===== src/rtl/vga_pkg.sv =====
// -----------------------------------------------------------------------------
// vga_pkg
// Shared definitions for the VGA colour scheduler: colour width, number of
// requesters, the scheduler state encoding, the power-on colour and two small
// helpers for turning a one-hot grant into a round-robin pointer.
// -----------------------------------------------------------------------------
package vga_pkg;

  localparam int RGB_W   = 6;   // RRGGBB
  localparam int NUM_REQ = 3;
  localparam int PTR_W   = 2;   // enough to index NUM_REQ requesters

  localparam logic [RGB_W-1:0] DEFAULT_COLOR = 6'b001100;

  typedef enum logic [1:0] {
    IDLE    = 2'd0,
    PENDING = 2'd1,
    COMMIT  = 2'd2
  } state_t;

  // Index of the set bit in a one-hot requester vector (0 when none set).
  function automatic logic [PTR_W-1:0] onehot_to_idx(input logic [NUM_REQ-1:0] onehot);
    logic [PTR_W-1:0] idx;
    idx = '0;
    for (int i = 0; i < NUM_REQ; i++) begin
      if (onehot[i]) idx = PTR_W'(i);
    end
    return idx;
  endfunction

  // Round-robin successor: (idx + 1) mod NUM_REQ.
  function automatic logic [PTR_W-1:0] next_ptr(input logic [PTR_W-1:0] idx);
    return (idx == PTR_W'(NUM_REQ - 1)) ? '0 : idx + PTR_W'(1);
  endfunction

endpackage


===== src/rtl/rr_arbiter_3.sv =====
// -----------------------------------------------------------------------------
// rr_arbiter_3
// Combinational three-way round-robin arbiter. The requester at 'pointer'
// has highest priority, then pointer+1, then pointer+2 (mod 3).
//   req     - request vector, one bit per requester
//   pointer - current highest-priority requester index
//   winner  - one-hot winner, all zeros when nothing is requested
// -----------------------------------------------------------------------------
module rr_arbiter_3
  import vga_pkg::*;
(
  input  logic [NUM_REQ-1:0] req,
  input  logic [PTR_W-1:0]   pointer,
  output logic [NUM_REQ-1:0] winner
);

  logic             found;
  logic [PTR_W-1:0] idx;

  // NOTE: every variable assigned here gets a default first so no path leaves it
  // unassigned, which would otherwise infer a latch.
  always_comb begin
    winner = '0;
    found  = 1'b0;
    idx    = '0;
    for (int k = 0; k < NUM_REQ; k++) begin
      idx = PTR_W'((int'(pointer) + k) % NUM_REQ);
      if (!found && req[idx]) begin
        winner[idx] = 1'b1;
        found       = 1'b1;
      end
    end
  end

endmodule


===== src/rtl/vga_color_scheduler.sv =====
// -----------------------------------------------------------------------------
// vga_color_scheduler
// Arbitrates colour-change requests from three requesters and applies the
// winning colour to the VGA output only on a frame_start pulse (vertical
// blanking), followed by a cooldown of HOLD_FRAMES frames before the next grant.
//   pixel_clk   - pixel clock, all state changes on its rising edge
//   reset_n     - asynchronous active-low reset
//   frame_start - one-cycle pulse at the first line of vertical blanking
//   req         - per-requester level request, held until granted
//   req_color   - requester i colour in bits [6i+5:6i], RRGGBB
//   grant       - one-hot, one-cycle grant pulse
//   color_data  - active RRGGBB colour
//   pending     - high while a granted colour waits for frame_start
//   commit      - one-cycle pulse in the cycle color_data takes a new value
// -----------------------------------------------------------------------------
module vga_color_scheduler #(
  parameter logic [vga_pkg::RGB_W-1:0] DEFAULT_COLOR = vga_pkg::DEFAULT_COLOR,
  parameter int                        HOLD_FRAMES   = 1   // 0..15
) (
  input  logic                                        pixel_clk,
  input  logic                                        reset_n,
  input  logic                                        frame_start,
  input  logic [vga_pkg::NUM_REQ-1:0]                 req,
  input  logic [vga_pkg::NUM_REQ*vga_pkg::RGB_W-1:0]  req_color,
  output logic [vga_pkg::NUM_REQ-1:0]                 grant,
  output logic [vga_pkg::RGB_W-1:0]                   color_data,
  output logic                                        pending,
  output logic                                        commit
);

  import vga_pkg::*;

  state_t             state;
  logic [PTR_W-1:0]   pointer;
  logic [3:0]         cooldown;
  logic [RGB_W-1:0]   shadow;

  logic [NUM_REQ-1:0] winner;
  logic [RGB_W-1:0]   win_color;

  rr_arbiter_3 u_arb (
    .req     (req),
    .pointer (pointer),
    .winner  (winner)
  );

  // Colour of the current arbitration winner; constant-index loop keeps the
  // selects static.
  always_comb begin
    win_color = '0;
    for (int i = 0; i < NUM_REQ; i++) begin
      if (winner[i]) win_color = req_color[i*RGB_W +: RGB_W];
    end
  end

  // NOTE: state registers use non-blocking assignments so every flop samples
  // the pre-edge value of every other flop, independent of statement order.
  always_ff @(posedge pixel_clk or negedge reset_n) begin
    if (!reset_n) begin
      state      <= IDLE;
      pointer    <= '0;
      cooldown   <= '0;
      // NOTE: the shadow is a single register, not a memory, so it is reset
      // too; a reset while PENDING must throw the granted colour away.
      shadow     <= DEFAULT_COLOR;
      color_data <= DEFAULT_COLOR;
      grant      <= '0;
      pending    <= 1'b0;
      commit     <= 1'b0;
    end else begin
      grant  <= '0;
      commit <= 1'b0;
      unique case (state)
        IDLE: begin
          if (frame_start && cooldown != 4'd0) cooldown <= cooldown - 4'd1;
          // A frame_start seen on the grant edge only counts down the
          // cooldown; the commit waits for the next frame_start.
          if (cooldown == 4'd0 && |req) begin
            grant   <= winner;
            shadow  <= win_color;
            pointer <= next_ptr(onehot_to_idx(winner));
            pending <= 1'b1;
            state   <= PENDING;
          end
        end
        PENDING: begin
          if (frame_start) begin
            color_data <= shadow;
            commit     <= 1'b1;
            pending    <= 1'b0;
            state      <= COMMIT;
          end
        end
        COMMIT: begin
          cooldown <= 4'(HOLD_FRAMES);
          state    <= IDLE;
        end
        default: state <= IDLE;
      endcase
    end
  end

endmodule


===== config.mk =====
export PLATFORM = sky130hd
export DESIGN_NAME = vga_color_scheduler
export DESIGN_NICKNAME = d
export VERILOG_FILES = /design/src/rtl/vga_pkg.sv /design/src/rtl/rr_arbiter_3.sv /design/src/rtl/vga_color_scheduler.sv
export SDC_FILE = /design/constraint.sdc
export NUM_CORES = 1
export LEC_CHECK = 0
export CAP_MARGIN = 20
export CORE_MARGIN = 1
export CORE_UTILIZATION = 48
export CTS_CLUSTER_SIZE = 8
export DETAILED_ROUTE_END_ITERATION = 16
export PLACE_DENSITY = 0.78
export SLEW_MARGIN = 25
export SYNTH_ARGS = -nofsm -noshare
export SYNTH_HDL_FRONTEND = slang
export SYNTH_SLANG_ARGS = --single-unit

===== constraint.sdc =====
create_clock -name pixel_clk -period 6.25 [get_ports pixel_clk]
set_input_delay 0.9375 -clock pixel_clk [delete_from_list [all_inputs] [get_ports pixel_clk]]
set_output_delay 0.9375 -clock pixel_clk [all_outputs]
set_load 0.01 [all_outputs]

==> After elaboration in Yosys (flattened, before gate mapping) <==
Cells that the tools add are included.
W data, S select, Z words.
{ "word_totals": {"register_bits": 25, "latchBits": 0, "ramBits": 0, "rom_bits": 0, "out_inout_bits": 11, "elab_cells": 86, "mem_count": 0} }
{ "op_classes": {"n_addsub": 4, "multipliers": 0, "n_div": 3, "n_lt_le_gt_ge": 6, "n_eq_ne": 6, "n_shift": 0, "n_mux": 37, "bitwise": 2, "reduce_logical": 20} }
{ "op_table": {"columns": ["op", "n"], "rows": [
  ["$mod A32 B3 Y32 const B", 2],
  ["$mod A3 B3 Y32 const B", 1],
  ["$mux W6", 3],
  ["$mux W3", 5],
  ["$mux W1", 13],
  ["$mux W2", 6],
  ["$lt A2 B3 Y1 const B", 3],
  ["$pmux W4 S2", 1],
  ["$reduce_and A2 Y1", 4],
  ["$logic_and A1 B1 Y1", 7],
  ["$bmux W1 S2", 3],
  ["$demux W1 S2", 3],
  ["$ge A2 B1 Y1 const B", 3],
  ["$ne A2 B2 Y1 const B", 3],
  ["$or A3 B3 Y3", 2],
  ["$eq A2 B2 Y1 const B", 2],
  ["$logic_not A4 Y1", 1],
  ["$mux W4", 1],
  ["$pmux W2 S2", 1],
  ["$reduce_bool A2 Y1", 2],
  ["$reduce_bool A4 Y1", 1],
  ["$sub A4 B1 Y4 const B", 1],
  ["$add A2 B1 Y3 const B", 1],
  ["$add A2 B2 Y3 const B", 1],
  ["7 further kinds", 8]
]} }

==> Depth between registers and ports, before layout <==
Gate-level depths: netlist of run 1.
{ "depth": {"word_depth": 16, "depth_mapped": 9} }

==> Modules after synthesis <==
Synthesis of run 1 repeated with hierarchy kept, for this count alone.
{ "hier_totals": {"cells_unflattened": 138, "area_unflattened_um2": 1460.2} }
{ "by_module_without_submodules": {"columns": ["mod", "n_inst", "cells_per_inst", "area_per_inst_um2"], "rows": [
  ["vga_color_scheduler", 1, 102, 1187.4],
  ["rr_arbiter_3", 1, 36, 272.8]
]} }

==> Worst setup path after synthesis of run 1 <==
No wires, ideal clock.
{ "synth_path": {"path_kind": "input to register", "from": "in req[0] in the netlist's numbering", "to": "reg shadow[4]", "setup_time_ns": 0.139, "arrival_time_ns": 2.253, "t_required_ns": 6.111, "path_slack_ns": 3.858, "stages": 7, "n_path_buf": 1, "cell_sequence": "mux2_4 nor2_4 nor3_2 a311oi_4 buf_6 mux2i_1 a31oi_1"} }
{ "synth_via": {"elab_chain_cells": 12, "word_cells_on_any_way": 23, "classes_between": "mux: 14; bitwise: 2; reduce/logical: 7"} }
{ "synth_lines": {"columns": ["element", "line", "text"], "rows": [
  ["start: declaration", "vga_color_scheduler.sv:23", "input logic [vga_pkg::NUM_REQ-1:0] req,"],
  ["$bmux W1 S2", "rr_arbiter_3.sv:28", "if (!found && req[idx]) begin"],
  ["$mux W1 (not written as such)", "rr_arbiter_3.sv:28", null],
  ["$mux W1", "rr_arbiter_3.sv:28", null],
  ["$logic_not A1 Y1", "rr_arbiter_3.sv:28", null],
  ["$logic_and A1 B1 Y1", "rr_arbiter_3.sv:28", null],
  ["$mux W1", "rr_arbiter_3.sv:28", null],
  ["$logic_not A1 Y1", "rr_arbiter_3.sv:28", null],
  ["$logic_and A1 B1 Y1", "rr_arbiter_3.sv:28", null],
  ["$mux W3", "rr_arbiter_3.sv:28", null],
  ["$mux W6 (3 in a row)", "vga_color_scheduler.sv:52", "if (winner[i]) win_color = req_color[i*RGB_W +: RGB_W];"],
  ["end signal: assignment", "vga_color_scheduler.sv:80", "shadow <= win_color;"],
  ["end: declaration", "vga_color_scheduler.sv:36", "logic [RGB_W-1:0] shadow;"]
]} }
Parallel ways exist; a longest one is shown, timed or not. The select of a mux whose other input is x is not followed.
A chain may end at the register's enable or synchronous reset.

==> Worst setup path after layout of run 1 <==
{ "layout_path": {"from": "in req[2] in the netlist's numbering", "to": "reg shadow[0]"} }
Same word-level chain as after synthesis.

==> impl_metrics.json, run 1 <==
{
  "slew_violations": 0,
  "drc": 0,
  "tns_ns": 0,
  "yosysUniqueCellTypes": 37,
  "hold_path_end": "color_data[2]",
  "hp-start": "color_data[2]",
  "slew_headroom_pct": 46.91,
  "cts_buffers": 3,
  "diodes": 0,
  "gp_congestion": 0.8345,
  "maxCapViolations": 0,
  "path_clk_slew_ns": 0.13,
  "hold_class": "register to register",
  "tightest_slew_ns": 0.7964,
  "place_area_um2": 1768,
  "routed_wl_um": 2953,
  "postCtsSetupRepairBufs": 0,
  "internal_power_uw": 466.3,
  "powerDensity_nw_per_um2": 435.1,
  "cts_tree": "built",
  "postRouteAntennaNets": 0,
  "final_cell_mix": "clkdlybuf4s50_1, nand2_1, dfrtp_1",
  "rsz0062_at_grt": "false",
  "worst_clock_skew_ns": 0.006701,
  "clkLatencyLatePin_ns": 0.30,
  "clock_sinks": 25,
  "clk_path_buf_depth": 2,
  "syn_inst": 148,
  "grt_pass1_wl_um": 4940,
  "track_usage_pct": 19.54,
  "drt_iter0_drc": 21,
  "whs_ns": 0.4689,
  "postSynthAreaPerCell_um2": 9.528,
  "seqPwrFrac_pct": 35.9,
  "grt_overflow": 0,
  "regArea_um2": 630.6,
  "p_sw_share_pct": 40.52,
  "cp-start-kind": "primary input",
  "coreArea_um2": 2781,
  "fill_cells": 248,
  "layout-drive-gt1-share_pct": 10.33,
  "comb_power_share_pct": 55.4,
  "routedWlPerCell_um": 13.73,
  "multi_input_area_um2": 714.4,
  "netlist_area_um2": 1410,
  "grt_pass1_vias": 1104,
  "fin_nets": 214,
  "h-tree-depth": 1,
  "finalInstanceArea_um2": 1802,
  "port_buffers": 34,
  "area_growth_pct": 27.77,
  "seq_area_frac_synth_pct": 44.72,
  "endpoint_kind": "register",
  "layoutNonFillerInstCount": 215,
  "die_height_um": 56.20,
  "finalHoldViolCount": 0,
  "min_period_ns": 2.841,
  "vias_per_cell": 5.651,
  "root_buffer": "clkbuf_4",
  "ir_drop_mv": 0.3134,
  "crit_required_ns": 6.45,
  "hpwl_um": 2328,
  "dp_cells": 210,
  "rrSetupSlack_ns": 3.74,
  "reg2reg_depth": 8,
  "p_leak_uw": 0.0008122,
  "cts_resized": 0,
  "dr.pass1.iters": 4,
  "ys_ff_latch": 25,
  "dieWidth_um": 56.20,
  "p_total_uw": 783.9,
  "rows": 19,
  "switchingPower_uw": 317.7,
  "synth_top_area_share_pct": 37.27,
  "period_share_pct": 45.45,
  "setup_viol": 0,
  "ys_warn_count": 0,
  "grt_max_degree": 26,
  "holdPathStages": 2,
  "num_io_pins": 35,
  "antenna_found_initial": 0,
  "die-area_um2": 3158,
  "synth_nets": 177,
  "start_util_pct": 50.70,
  "vias": 1215,
  "reg2reg_to": "shadow[0]",
  "fmax_mhz": 352.0,
  "critical_path.max_fanout": 15,
  "status": "complete, no violations",
  "layout_commonest_cell": "clkdlybuf4s50_1",
  "worst_ep_arrival_time_ns": 3.04,
  "hold_buffers": 0,
  "ys_top_cells_by_area": "dfrtp_1, dfstp_2, mux2i_1, nand2_1, ha_1",
  "r2r-start": "pointer[0]",
  "p_clk_share_pct": 8.7,
  "synth_top_area_cell": "dfrtp_1",
  "worstSetupPathType": "primary input to register"
}
[worst max-delay path, stage by stage]
cell and delay, ns:
clkdlybuf4s50_1 0.50, mux2_4 0.33, nor2_4 0.10, nor3_2 0.06, a311oi_4 0.72, mux2i_1 0.29, a31oi_1 0.10
[power by group through the flow]
stage / logic (uW) / registers [uW] / clock network, uW
2_1_floorplan: 301 / 288 / 0
3_3_place_gp: 413 / 280 / 0
3_5_place_dp: 428 / 285 / 0
4_1_cts: 429 / 282 / 70.2
5_1_grt: 480 / 291 / 75.9
6_report: 434 / 282 / 68.5
[final cells by class]
type / instances / area share (%)
timing repair buffer: 36 / 19.44
tap: 31 / 2.153
inverter: 11 / 2.292
clock buffer: 4 / 1.458
sequential: 25 / 35.00
multi-input combinational: 108 / 39.65
[registers in the layout, summed over array words and instances, names as in the netlist]
register / flops
cooldown: 4
pending: 1
shadow: 6
pointer: 2
grant: 3
state: 2
commit: 1
color_data: 6
[metrics by stage]
stage / setup slack [ns] / util [%]
global route: 3.278 / 64.78
floorplan: 3.858 / -
detailed placement: 3.002 / 63.56
finish: 3.409 / 64.78
CTS: 3.336 / 64.51
global placement: 3.155 / 63.74
[cells by family after synthesis]
kind of cell / count (synthesis) / synth area share (%)
XOR/XNOR: 3 / 1.864
buffers and inverters: 15 / 4.614
multiplexers: 11 / 8.519
flip-flops: 25 / 44.72
adder cells (fa/ha/maj): 5 / 4.437
AND/OR/NAND/NOR: 70 / 25.64
AO/OA/AOI/OAI: 19 / 10.20
[cell usage after synthesis]
master    instances
nand4_1           7
o22ai_1           2
xnor2_1           3
a21oi_1           1
o21ai_0           3
buf_2             1
nor2b_1           8
nor3_2            1
buf_6             1
or4_1             1
inv_2             1
nor4_1            1
nor2_1           12
nand3b_1          2
nand2_1          24
and2_1            1
o31ai_1           1
nor2_4            1
a32oi_1           1
mux2_4            2
ha_1              5
nand3_1           2
a21o_1            1
nand2b_1          5
clkbuf_1          2
o221ai_1          1
mux2i_1           9
a31oi_1           7
or3_1             1
dfstp_2           4
nor4_2            1
a21oi_2           1
or2_2             1
inv_1            10
a311oi_4          1
dfrtp_1          21
nor3_1            2
[how the worst max path moves through the flow]
| stage | start | to | slack (ns) | depth (start not counted) |
|---|---|---|---|---|
| after detailed placement | req[2] | shadow[0] | 3.00 | 7 |
| after CTS | req[2] | shadow[0] | 3.34 | 7 |
| after global placement | req[2] | shadow[2] | 3.15 | 7 |
| after floorplan | req[0] | shadow[4] | 3.86 | 7 |
| final | req[2] | shadow[0] | 3.41 | 7 |
| after global routing | req[0] | shadow[3] | 3.28 | 7 |
[layer usage]
metal / global-route usage [%] / routed length [um]
met2: 34.18 / 1458
met5: 0 / 0
met1: 26.48 / 1386
met4: 3.833 / 22
met3: 1.860 / 87
Power figures use the tool's default switching activity.
==> inputs of run 2 (changes only) <==
--- a/config.mk
+++ b/config.mk
@@ -7,10 +7,10 @@
 export LEC_CHECK = 0
 export CAP_MARGIN = 20
 export CORE_MARGIN = 1
-export CORE_UTILIZATION = 48
+export CORE_UTILIZATION = 44
 export CTS_CLUSTER_SIZE = 8
 export DETAILED_ROUTE_END_ITERATION = 16
-export PLACE_DENSITY = 0.78
+export PLACE_DENSITY = 0.75
 export SLEW_MARGIN = 25
 export SYNTH_ARGS = -nofsm -noshare
 export SYNTH_HDL_FRONTEND = slang
==> constraint.sdc (replaced) <==
create_clock -name pixel_clk -period 2.4 [get_ports pixel_clk]
set_input_delay 0.36 -clock pixel_clk [delete_from_list [all_inputs] [get_ports pixel_clk]]
set_output_delay 0.36 -clock pixel_clk [all_outputs]
set_load 0.01 [all_outputs]
==> run 2 against run 1 <==
  * Setup slack lost 3.2 ns
  * Non-clock buffer count grew 2
  * Clock skew shrank 0.0028 ns
  * Die area grew 8.8%
  * Sequential share of layout area shrank 1.1 points
  * Clock-buffer cell count shrank 1
  * Largest power group unchanged
  * Highest routed layer unchanged
==> impl_metrics.json, run 2 (synthesis gave the netlist of run 1 again) <==
{
  "root_buffer": "clkbuf_4",
  "hold_class": "primary input to async pin",
  "finalHoldViolCount": 0,
  "start_util_pct": 46.19,
  "worst_clock_skew_ns": 0.003893,
  "endpoint_kind": "register",
  "clkLatencyLatePin_ns": 0.33,
  "port_buffers": 34,
  "top_regs": "color_data (6), shadow (6), cooldown (4)",
  "die-area_um2": 3435,
  "layout_commonest_cell": "clkdlybuf4s50_1",
  "clk_path_buf_depth": 2,
  "critical_path.max_fanout": 15,
  "routed_wl_um": 2947,
  "h-tree-depth": 1,
  "layout-drive-gt1-share_pct": 11.83,
  "routedWlPerCell_um": 12.81,
  "whs_ns": 0.3694,
  "reg2reg_to": "shadow[5]",
  "track_usage_pct": 19.17,
  "r2r-start": "pointer[0]",
  "dr.pass1.iters": 4,
  "worst_ep_arrival_time_ns": 2.44,
  "fin_nets": 216,
  "worstSetupPathType": "register to register",
  "diodes": 0,
  "cts_buffers": 3,
  "slew_violations": 0,
  "setup_viol": 0,
  "finalWorstSetupSlack_ns": 0.1897,
  "maxCapViolations": 0,
  "tns_ns": 0,
  "num_io_pins": 35,
  "rsz0062_at_grt": "false",
  "die_height_um": 58.61,
  "layoutNonFillerInstCount": 230,
  "grt_overflow": 0,
  "dp_slack_ns": 0.07305,
  "antenna_found_initial": 0,
  "max_stage_delay_ns": 0.43,
  "vias": 1176,
  "coreArea_um2": 3053,
  "postCtsSetupRepairBufs": 0,
  "rows": 20,
  "area_growth_pct": 31.94,
  "crit_family": "compound AO/OA/AOI/OAI gates",
  "cp-start-kind": "register",
  "tightest_slew_ns": 0.3662,
  "drt_iter0_drc": 29,
  "min_period_ns": 2.210,
  "grt_pass1_wl_um": 4981,
  "reg2reg_depth": 9,
  "grt.busiest_layer": "met2",
  "period_share_pct": 92.10,
  "critical_path_buf_inv_count": 3,
  "clock_sinks": 25,
  "grt_use_met2_pct": 33.50,
  "place_area_um2": 1824,
  "drc": 0,
  "slowest_stage": "ha_1",
  "rrSetupSlack_ns": 0.19,
  "p_leak_uw": 0.0008270,
  "hpwl_um": 2262,
  "grt_max_degree": 26,
  "startpoint": "pointer[0]",
  "crit_required_ns": 2.63,
  "final_cell_mix": "clkdlybuf4s50_1, nand2_1, dfrtp_1",
  "finalInstanceArea_um2": 1861,
  "dp_cells": 226,
  "gp_congestion": 0.7667,
  "path_clk_slew_ns": 0.14,
  "cts_tree": "built",
  "crit_chain": "inv_1, ha_1, inv_2, a21oi_2, nor3_2, a311oi_4, buf_12, mux2i_1, a31oi_1",
  "dieWidth_um": 58.61,
  "met3_usage_pct": 2.857,
  "fmax_mhz": 452.4,
  "postRouteAntennaNets": 0,
  "ir_drop_mv": 0.5720,
  "slew_headroom_pct": 75.40,
  "vias_per_cell": 5.113,
  "status": "complete, no violations",
  "grt.met1_usage_pct": 23.31,
  "powerDensity_nw_per_um2": 1138,
  "grt_pass1_vias": 1184
}
-- run 2: power breakdown --
part | leakage, uW | switching, uW | internal [uW]
clock | 0.0000139 | 137 | 64.0
combinational | 0.000507 | 615 | 573
sequential | 0.000306 | 108 | 621
-- run 2: per-stage QoR --
| step | power [uW] | util [%] |
|---|---|---|
| 6_report | 2118 | 60.94 |
| 3_3_place_gp | 1874 | 59.75 |
| 2_1_floorplan | 1532 | - |
| 4_1_cts | 2121 | 60.74 |
| 3_5_place_dp | 1919 | 59.75 |
| 5_1_grt | 2293 | 60.94 |
-- run 2: cell type report --
type | count | area [um2]
fill | 277 | 1192
multi-input combinational | 108 | 720.7
sequential | 25 | 630.6
timing repair buffer | 38 | 382.9
tap | 44 | 55.05
inverter | 11 | 41.29
clock buffer | 3 | 22.52
clock inverter | 1 | 7.507
-- run 2: worst max-delay path by stage --
stage                     end  slack, ns  cells after the start
finish              shadow[5]       0.19                      9
global route        shadow[5]       0.04                      9
CTS                 shadow[1]       0.12                      8
detailed placement  shadow[1]       0.07                      7
global placement    shadow[0]       0.18                      7
floorplan           shadow[4]       0.23                      9
-- run 2: worst reg2reg max path, cell delays in order (launching register included) --
cell	delay (ns)
dfrtp_1	0.40
inv_1	0.08
ha_1	0.43
inv_2	0.09
a21oi_2	0.24
nor3_2	0.09
a311oi_4	0.31
buf_12	0.19
mux2i_1	0.19
a31oi_1	0.09
-- run 2: what timing repair did --
action | 4_1_cts | 5_1_grt
endpoints found under the hold margin | 0 | 0
hold buffers | 0 | 0
endpoints found under the setup margin | 0 | 6
gates resized for setup | 0 | 1
-- run 2: layer usage --
layer / part of all wire, % / wire (um)
met1: 44 / 1303
met2: 51 / 1514
met5: 0 / 0
met4: 1.3 / 37
met3: 3.1 / 91
